$ cat config.mk
export PLATFORM = sky130hd
export DESIGN_NAME = gate_reduce_filt
export DESIGN_NICKNAME = d
export VERILOG_FILES = /design/src/rtl/gate_reduce_filt.sv
export SDC_FILE = /design/constraint.sdc
export NUM_CORES = 1
export LEC_CHECK = 0
export CAP_MARGIN = 40
export CORE_AREA = 2 2 39 41
export CTS_BUF_LIST = sky130_fd_sc_hd__clkbuf_8 sky130_fd_sc_hd__clkbuf_16
export CTS_CLUSTER_SIZE = 25
export DETAILED_ROUTE_END_ITERATION = 10
export DIE_AREA = 0 0 41 43
export DONT_BUFFER_PORTS = 1
export GPL_TIMING_DRIVEN = 1
export SLEW_MARGIN = 5
export SYNTH_ARGS = -nofsm -noshare
export SYNTH_HDL_FRONTEND = slang
export SYNTH_SLANG_ARGS = --single-unit
export TNS_END_PERCENT = 10
$ cat constraint.sdc
create_clock -name C -period 3.9 [get_ports C]
set_input_delay 0.195 -clock C [delete_from_list [all_inputs] [get_ports C]]
set_output_delay 0.195 -clock C [all_outputs]
set_load 0.03 [all_outputs]
$ cat src/rtl/gate_reduce_filt.sv
// Parametrised masked-input reduction gate with a registered pipeline,
// a consecutive-sample glitch filter on the output and edge strobes.
module gate_reduce_filt #(
    parameter int          WIDTH    = 5,
    parameter logic [31:0] INV_MASK = 32'h0000_0003,
    parameter int          FUNC     = 1,
    parameter int          STAGES   = 1,
    parameter int          FILTER   = 1,
    parameter logic        INIT     = 1'b0
) (
    input  logic             C,
    input  logic             RB,
    input  logic             CE,
    input  logic [WIDTH-1:0] I,
    input  logic             IV,
    output logic             O,
    output logic             OV,
    output logic             RISE,
    output logic             FALL
);

    localparam logic [3:0] CNT_MAX = 4'(FILTER - 1);

    logic [WIDTH-1:0]  masked;
    logic              raw_r;
    logic [STAGES-1:0] pv_q, pv_d;
    logic [STAGES-1:0] pr_q, pr_d;
    logic              last_v, last_r;
    logic              o_q, o_d;
    logic              ov_q, ov_d;
    logic              rise_q, rise_d;
    logic              fall_q, fall_d;
    logic [3:0]        cnt_q, cnt_d;

    assign masked = I ^ INV_MASK[WIDTH-1:0];

    // Unlisted function codes fall back to AND.
    always_comb begin
        raw_r = &masked;
        case (FUNC)
            0:       raw_r = &masked;
            1:       raw_r = ~&masked;
            2:       raw_r = |masked;
            3:       raw_r = ~|masked;
            4:       raw_r = ^masked;
            5:       raw_r = ~^masked;
            default: raw_r = &masked;
        endcase
    end

    genvar gi;
    generate
        for (gi = 0; gi < STAGES; gi++) begin : g_stage
            if (gi == 0) begin : g_first
                assign pv_d[gi] = IV;
                assign pr_d[gi] = raw_r;
            end else begin : g_next
                assign pv_d[gi] = pv_q[gi-1];
                assign pr_d[gi] = pr_q[gi-1];
            end
        end
    endgenerate

    // Bubbles (valid=0) travel through the pipe exactly like data.
    always_ff @(posedge C) begin
        if (!RB) begin
            pv_q <= '0;
            pr_q <= '0;
        end else if (CE) begin
            pv_q <= pv_d;
            pr_q <= pr_d;
        end
    end

    assign last_v = pv_q[STAGES-1];
    assign last_r = pr_q[STAGES-1];

    // Bubbles at the filter leave the count untouched.
    always_comb begin
        o_d    = o_q;
        cnt_d  = cnt_q;
        ov_d   = 1'b0;
        rise_d = 1'b0;
        fall_d = 1'b0;
        if (CE && last_v) begin
            ov_d = 1'b1;
            if (last_r == o_q) begin
                cnt_d = 4'd0;
            end else if (cnt_q == CNT_MAX) begin
                o_d    = last_r;
                cnt_d  = 4'd0;
                rise_d = last_r;
                fall_d = ~last_r;
            end else begin
                cnt_d = cnt_q + 4'd1;
            end
        end
    end

    always_ff @(posedge C) begin
        if (!RB) begin
            o_q    <= INIT;
            cnt_q  <= 4'd0;
            ov_q   <= 1'b0;
            rise_q <= 1'b0;
            fall_q <= 1'b0;
        end else begin
            o_q    <= o_d;
            cnt_q  <= cnt_d;
            ov_q   <= ov_d;
            rise_q <= rise_d;
            fall_q <= fall_d;
        end
    end

    assign O    = o_q;
    assign OV   = ov_q;
    assign RISE = rise_q;
    assign FALL = fall_q;

endmodule

* Word level (Yosys, flattened, before mapping)
Index checks and enable logic that the tools add are counted.
Word-level totals: bits in read-only memories 0, bits in registers 10, memories 0, bits of input ports 9, word-level logic and storage cells 24, bits in latches 0, output and inout bits 4, RAM bits 0
Cells by class: shift operators 0, add/sub/neg operators 1, mux-type cells 3, reduce and logical (&&, ||, !) cells 6, magnitude comparators 0, eq/ne operators 1, bitwise gates (word level) 6, $mul 0, divide/modulo/power cells 0
Operators with widths (number):
- 4-bit 2-to-1 mux | 2
- 1-bit inverter | 5
- 5-bit AND reduction | 1
- 4-bit by 1-bit adder with 4-bit output (second input constant) | 1
- 4-bit logical NOT | 1
- 4-bit OR reduction | 1
- 3-bit AND reduction | 1
- 2-bit inverter | 1
- 1-bit equality test | 1
- 1-bit logical AND | 1
- 1-bit logical NOT | 1
- 1-bit 2-to-1 mux | 1

* Logic depth before layout (Yosys ltp)
Gate-level depths: netlist (run 1).
depth after elaboration 3, gate-level depth with buffers 5, mapped depth without buffers 5

* Least setup slack after synthesis (run 1)
Ideal clock, no wire load.
path type reg-to-reg, start point reg o_q (netlist: O), end point reg cnt_q[3], cell stages (with the launch flop) 4, path slack 2.434 ns, buffers on the path 0, arrival 1.392 ns, period minus slack after synthesis 1.466 ns, library setup time 0.074 ns, data required time 3.826 ns, cells stage by stage dfxtp_1 > xnor2_1 > or4_1 > a31oi_1
On the way: word-level cells in the longest chain between the ends 2
RTL lines:
- start: declaration | RTL line 29 | logic o_q, o_d;
- start signal: assignment | RTL line 102 | o_q <= INIT;
- start signal: assignment | RTL line 108 | o_q <= o_d;
- 1-bit equality test | RTL line 87 | if (last_r == o_q) begin
- 4-bit 2-to-1 mux | RTL line 87
- end signal: assignment | RTL line 109 | cnt_q <= cnt_d;
- end: declaration | RTL line 33 | logic [3:0] cnt_q, cnt_d;
No other way between the ends. A chain may end at the register's enable or synchronous reset.

* Worst setup path after layout (run 1)
start point reg cnt_q[0], end point reg cnt_q[3]
On the way: word-level cells in the longest chain between the ends 3, elaborated cells on any way between the ends 4, those cells by class 1 x add/sub; 2 x mux; 1 x reduce/logical
RTL lines:
- 4-bit by 1-bit adder with 4-bit output / 4-bit logical NOT (equally long branches) | RTL line 95, 89
- 4-bit 2-to-1 mux * | RTL line 89 | end else if (cnt_q == CNT_MAX) begin
- 4-bit 2-to-1 mux * | RTL line 87
Every way passes the cells marked *; elsewhere a longest branch is shown, timed or not.

==> results_dict.tcl, run 1 <==
set metrics [dict create \
    crit_path_end_kind "flop" \
    via_per_inst 5.23 \
    hold_violations 0 \
    core_sq_mm 0.00138 \
    hold_depth 1 \
    fin_worst_skew_ns 0.00453 \
    final_common_cell "dfxtp_1" \
    portBuffers 0 \
    max_stage_delay_ns 0.51 \
    r2r_start "cnt_q[0]" \
    sw_frac_of_total_pct 20.3 \
    path_clk_slew_ns 0.05 \
    path_max_fanout 6 \
    grt_max_degree 8 \
    slowest_stage "or4_1" \
    synthFlopType "dfxtp_1" \
    route.layer.met1.wl_microns 366 \
    ff2ff_setup_slack_ns 2.33 \
    power.switching_uw 50.3 \
    combinationalPowerShare_pct 3.4 \
    synth_edf_count 0 \
    yosys_warnings 0 \
    num-nets-final 65 \
    antenna_cells 0 \
    hold-path-endpoint "last_r" \
    rsz0062_at_grt "false" \
    dr.max_layer_used "met4" \
    vdd_drop_max_mv 0.268 \
    multiInputGateArea_sq_um 230 \
    layout-drive-gt1-share_pct 9.43 \
    crit_arrival_ns 1.74 \
    critPathKind "flop to flop" \
    drv_cap 0 \
    internal-power_uw 197 \
    grt_pass1_vias 336 \
    seqPwrFrac_pct 43.6 \
    synth_cells 49 \
    worst_pin_slew_ns 0.572 \
    worstPathRequired_ns 4.07 \
    fin_crit_sh_pct 40.2 \
    root_buffer "clkbuf_8" \
    synthTopCellsByArea "dfxtp_1 45%, ha_1 5.6%, nor3b_1 5.1%, nand3_1 4.5%, nand2_1 4.2%" \
    synth-seq-area-share_pct 44.9 \
    dr_wl_met2_microns 356 \
    initial_utilization_pct 32.2 \
    clock_latency_ns 0.24 \
    grtUsageTotal_pct 13.2 \
    period_minus_slack_ns 1.57 \
    routed_wirelength_microns 841 \
    cts_buffers 3 \
    grt_pass1_wl_microns 1440 \
    clock_path_buffers 2 \
    fill_cells 143 \
    post_cts_buffers 0 \
    start_kind "flop" \
    drt_iter0_drc 7 \
    power.total_uw 247 \
    regArea_sq_um 200 \
    vias 361 \
    pin_count 13 \
    synth_seq_cells 10 \
    syn_area_sq_um 445 \
    reg2regPathDepth 5 \
    power.leakage_nw 0.187 \
    grt-ovfl-total 0 \
    ant_nets 0 \
    dieArea_sq_mm 0.00176 \
    die_h_microns 43 \
    syn_nets 60 \
    gp_congestion 0.803 \
    clkPwrFrac_pct 53.0 \
    syn_to_final_growth_pct 16.9 \
    setup-violations-final 0 \
    ys_async_sr_fraction_pct 0 \
    cts_hold_buf 0 \
    p_per_area_mw_per_mm2 475 \
    drc_errors 0 \
    rows 14 \
    die_w_microns 41 \
    hold_path_class "input pin to flop" \
    slew_headroom_pct 61.8 \
    hp-start "CE" \
    outcome "finished clean" \
    slew_violations 0 \
    r2r_end "cnt_q[3]" \
    h-tree-depth 1 \
    tns_ns 0 \
    clock.fmax_mhz 638 \
    wl_met3_microns 77 \
    synth_top_area_share_pct 44.9 \
    ys_types 21 \
    postSynthAreaPerCell_sq_um 9.09 \
    cts_sinks 10 \
    avgRoutedWirePerCell_microns 12.2 \
    cts_tree "yes" \
    cts_resized 0 \
    synth_area_leader_cell "dfxtp_1" \
    dr.pass1.iters 4 \
    crit_chain "inv_1 > ha_1 > nor3b_1 > or4_1 > a31oi_1" \
    place_hpwl_microns 617 \
    most-common-layout-cells "10 x dfxtp_1, 5 x nand2_1, 4 x inv_1, 4 x nand3_1, 4 x clkbuf_8" \
    grt_antenna_before_repair 0 \
]
[power groups by stage]
stage                     clock network, mW  registers, mW  logic (mW)
final                                 0.131          0.108     0.00831
after global routing                  0.141          0.108     0.00938
after CTS                             0.134          0.108     0.00831
after detailed placement                  0          0.110     0.00831
after global placement                    0          0.110     0.00847
after floorplan                           0          0.109     0.00690
[state kept, by name (all words and copies together) (netlist names)]
| register | cells |
|---|---|
| last_r | 1 |
| cnt_q | 4 |
| last_v | 1 |
| RISE | 1 |
| O | 1 |
| FALL | 1 |
| OV | 1 |
[critical path: cells and delay by family (launching register included)]
kind | cells | cell delay, ns
AOI/OAI and AO/OA | 1 | 0.16
adders and majority gates | 1 | 0.19
buffers and inverters | 1 | 0.06
DFF | 1 | 0.39
and+or+nand+nor | 2 | 0.70
[worst max-delay path by stage]
stage / endpoint / start / depth (start not counted) / slack (ns)
after floorplan: cnt_q[3] / O / 3 / 2.43
after global placement: cnt_q[3] / O / 3 / 2.35
after detailed placement: cnt_q[3] / O / 3 / 2.34
after CTS: cnt_q[3] / O / 3 / 2.34
after global routing: cnt_q[3] / O / 3 / 2.23
final: cnt_q[3] / cnt_q[0] / 5 / 2.33
[per-stage QoR]
stage               hold WS, ns  area, sq um  cells  util (%)  setup slack [ns]
global route             0.0544          520     69      37.6              2.23
detailed placement        0.300          465     65      33.6              2.34
floorplan                 0.295          445     49         -              2.43
finish                   0.0527          520     69      37.6              2.33
global placement          0.297          465     65      33.6              2.35
CTS                      0.0499          520     69      37.6              2.34
[per-layer routing]
metal | vias to the layer above | track usage (%)
li1 | 184 | -
met1 | 161 | 14.9
met5 | - | 0
met4 | 0 | 12.0
met3 | 5 | 8.38
met2 | 11 | 15.9
[cell usage after synthesis, drive strengths merged, types with 2 or more instances]
master / count
a21oi: 3
a31oi: 2
dfxtp: 10
ha: 2
inv: 4
nand2: 5
nand3: 4
nor2: 2
nor3b: 3
o21ai: 2
or4: 2
[kinds of logic after synthesis]
| family | after synthesis | synth area share (%) |
|---|---|---|
| XOR/XNOR | 2 | 3.93 |
| multiplexers | 1 | 2.25 |
| flip-flops | 10 | 44.9 |
| buffers and inverters | 4 | 3.37 |
| AND/OR/NAND/NOR | 21 | 27.0 |
| AO/OA/AOI/OAI | 9 | 12.9 |
| adder cells (fa/ha/maj) | 2 | 5.62 |
[area by class of cell]
type / count / share of cell area, %
inverter: 4 / 2.88
multi-input combinational: 35 / 44.2
clock buffer: 4 / 10.6
sequential: 10 / 38.5
tap: 16 / 3.85
Note: power is estimated with default switching activity, not from simulation.
==> run 2: changes to the inputs <==
==> constraint.sdc (replaced) <==
create_clock -name C -period 1.3 [get_ports C]
set_input_delay 0.065 -clock C [delete_from_list [all_inputs] [get_ports C]]
set_output_delay 0.065 -clock C [all_outputs]
set_load 0.03 [all_outputs]
==> run 2 against run 1 <==
Against the previous run: clock skew fell by 0.0036 ns; worst setup slack lost 2.3 ns; core utilization increased by 8.0 points; hold slack got worse by 0.036 ns; global-route usage increased by 0.75 points; largest power group unchanged; first-iteration DRC count is 57% lower; sequential power grew to 3.0 times the previous value; critical path depth did not move; non-clock buffer count increased by 10; routed wire length up 14%; largest cell class unchanged.
==> results_dict.tcl, run 2 (synthesized netlist as in run 1, its figures left out) <==
set metrics [dict create \
    cts_buffers 3 \
    syn_to_final_growth_pct 41.6 \
    h-tree-depth 1 \
    core_sq_mm 0.00138 \
    critPathKind "flop to flop" \
    initial_utilization_pct 32.2 \
    outcome "finished clean" \
    gp_congestion 0.896 \
    via_per_inst 4.85 \
    power.leakage_nw 0.243 \
    worstPathRequired_ns 1.47 \
    dieArea_sq_mm 0.00176 \
    period_minus_slack_ns 1.29 \
    cts_tree "yes" \
    hold_violations 0 \
    place_hpwl_microns 701 \
    cts_sinks 10 \
    root_buffer "clkbuf_8" \
    die_w_microns 41 \
    placed_area_sq_um 526 \
    path_clk_slew_ns 0.05 \
    vias 383 \
    grt-ovfl-total 0 \
    pin_count 13 \
    final_util_pct 45.6 \
    grt_antenna_before_repair 0 \
    p_per_area_mw_per_mm2 1200 \
    rsz0062_at_grt "true" \
    most-common-layout-cells "7 x dfxtp_1, 6 x buf_4, 5 x nand2_1" \
    ant_nets 0 \
    path_max_fanout 3 \
    hold_path_class "input pin to flop" \
    drc_errors 0 \
    fin_crit_sh_pct 99.3 \
    clock.fmax_mhz 775 \
    clock_latency_ns 0.24 \
    fin_worst_skew_ns 0.000953 \
    tns_ns 0 \
    start_kind "flop" \
    drv_cap 0 \
    final_common_cell "dfxtp_1" \
    avgRoutedWirePerCell_microns 12.2 \
    die_h_microns 43 \
    largest_reg_flops 4 \
    rows 14 \
    num-nets-final 75 \
    slew_violations 0 \
    power.total_uw 759 \
    grtUsageTotal_pct 13.9 \
    antenna_cells 0 \
    final_cell_area_sq_um 631 \
    drt_iter0_drc 3 \
    crit_arrival_ns 1.46 \
    dr.pass1.iters 3 \
    setup-violations-final 0 \
    vdd_drop_max_mv 0.956 \
    grt_max_degree 7 \
    layout-drive-gt1-share_pct 27.0 \
    crit_path_end_kind "flop" \
    slew_headroom_pct 80.0 \
    grt_pass1_vias 356 \
    grt_pass1_wl_microns 1640 \
    clock_path_buffers 2 \
    top_register "cnt_q" \
    worst_hold_slack_ns 0.0165 \
    worst_pin_slew_ns 0.298 \
    routed_wirelength_microns 960 \
    portBuffers 0 \
]
[run 2: routing by layer]
| metal | share of wire (%) | routed length, microns | GRT usage, % |
|---|---|---|---|
| met4 | 2.3 | 22 | 8.00 |
| met5 | 0 | 0 | 0 |
| met3 | 2.6 | 25 | 3.14 |
| met2 | 48 | 463 | 19.7 |
| met1 | 47 | 448 | 18.7 |
[run 2: repair_timing]
item,CTS,global route
hold buffers,4,0
pin swaps,1,0
endpoints found under the setup margin,1,4
gates resized for setup,0,2
buffers inserted,0,0
endpoints found under the hold margin,3,0
[run 2: worst paths after layout]
path | from | to | slack, ns | cells after the start
max | cnt_q[0] | cnt_q[3] | 0.01 | 5
min reg2reg | cnt_q[3] | cnt_q[3] | 0.55 | 2
min | CE | OV | 0.02 | 1
max reg2reg | cnt_q[0] | cnt_q[3] | 0.01 | 5
[run 2: cell type report]
type                    count  area [sq um]
repair buffers             10          85.1
inverters                   4          15.0
well taps                  16          20.0
fillers                   145           753
multi-input cells          35           251
clock buffers               4          55.1
flip-flops and latches     10           204
[run 2: where the power goes]
part,internal [mW],switching (mW)
logic,0.0248,0.0234
clock network,0.266,0.125
registers,0.313,0.00632
[run 2: per-stage QoR]
step,std cells,worst slack [ns]
2_1_floorplan,49,0.00952
3_3_place_gp,71,0.0369
3_5_place_dp,71,0.0243
4_1_cts,79,0.0108
5_1_grt,79,-0.0510
6_report,79,0.00969
[run 2: critical path: stages, from the launching register on]
cell     delay, ns
dfxtp_2       0.32
inv_1         0.04
ha_1          0.19
nor3b_4       0.15
or4_1         0.40
a31oi_1       0.13
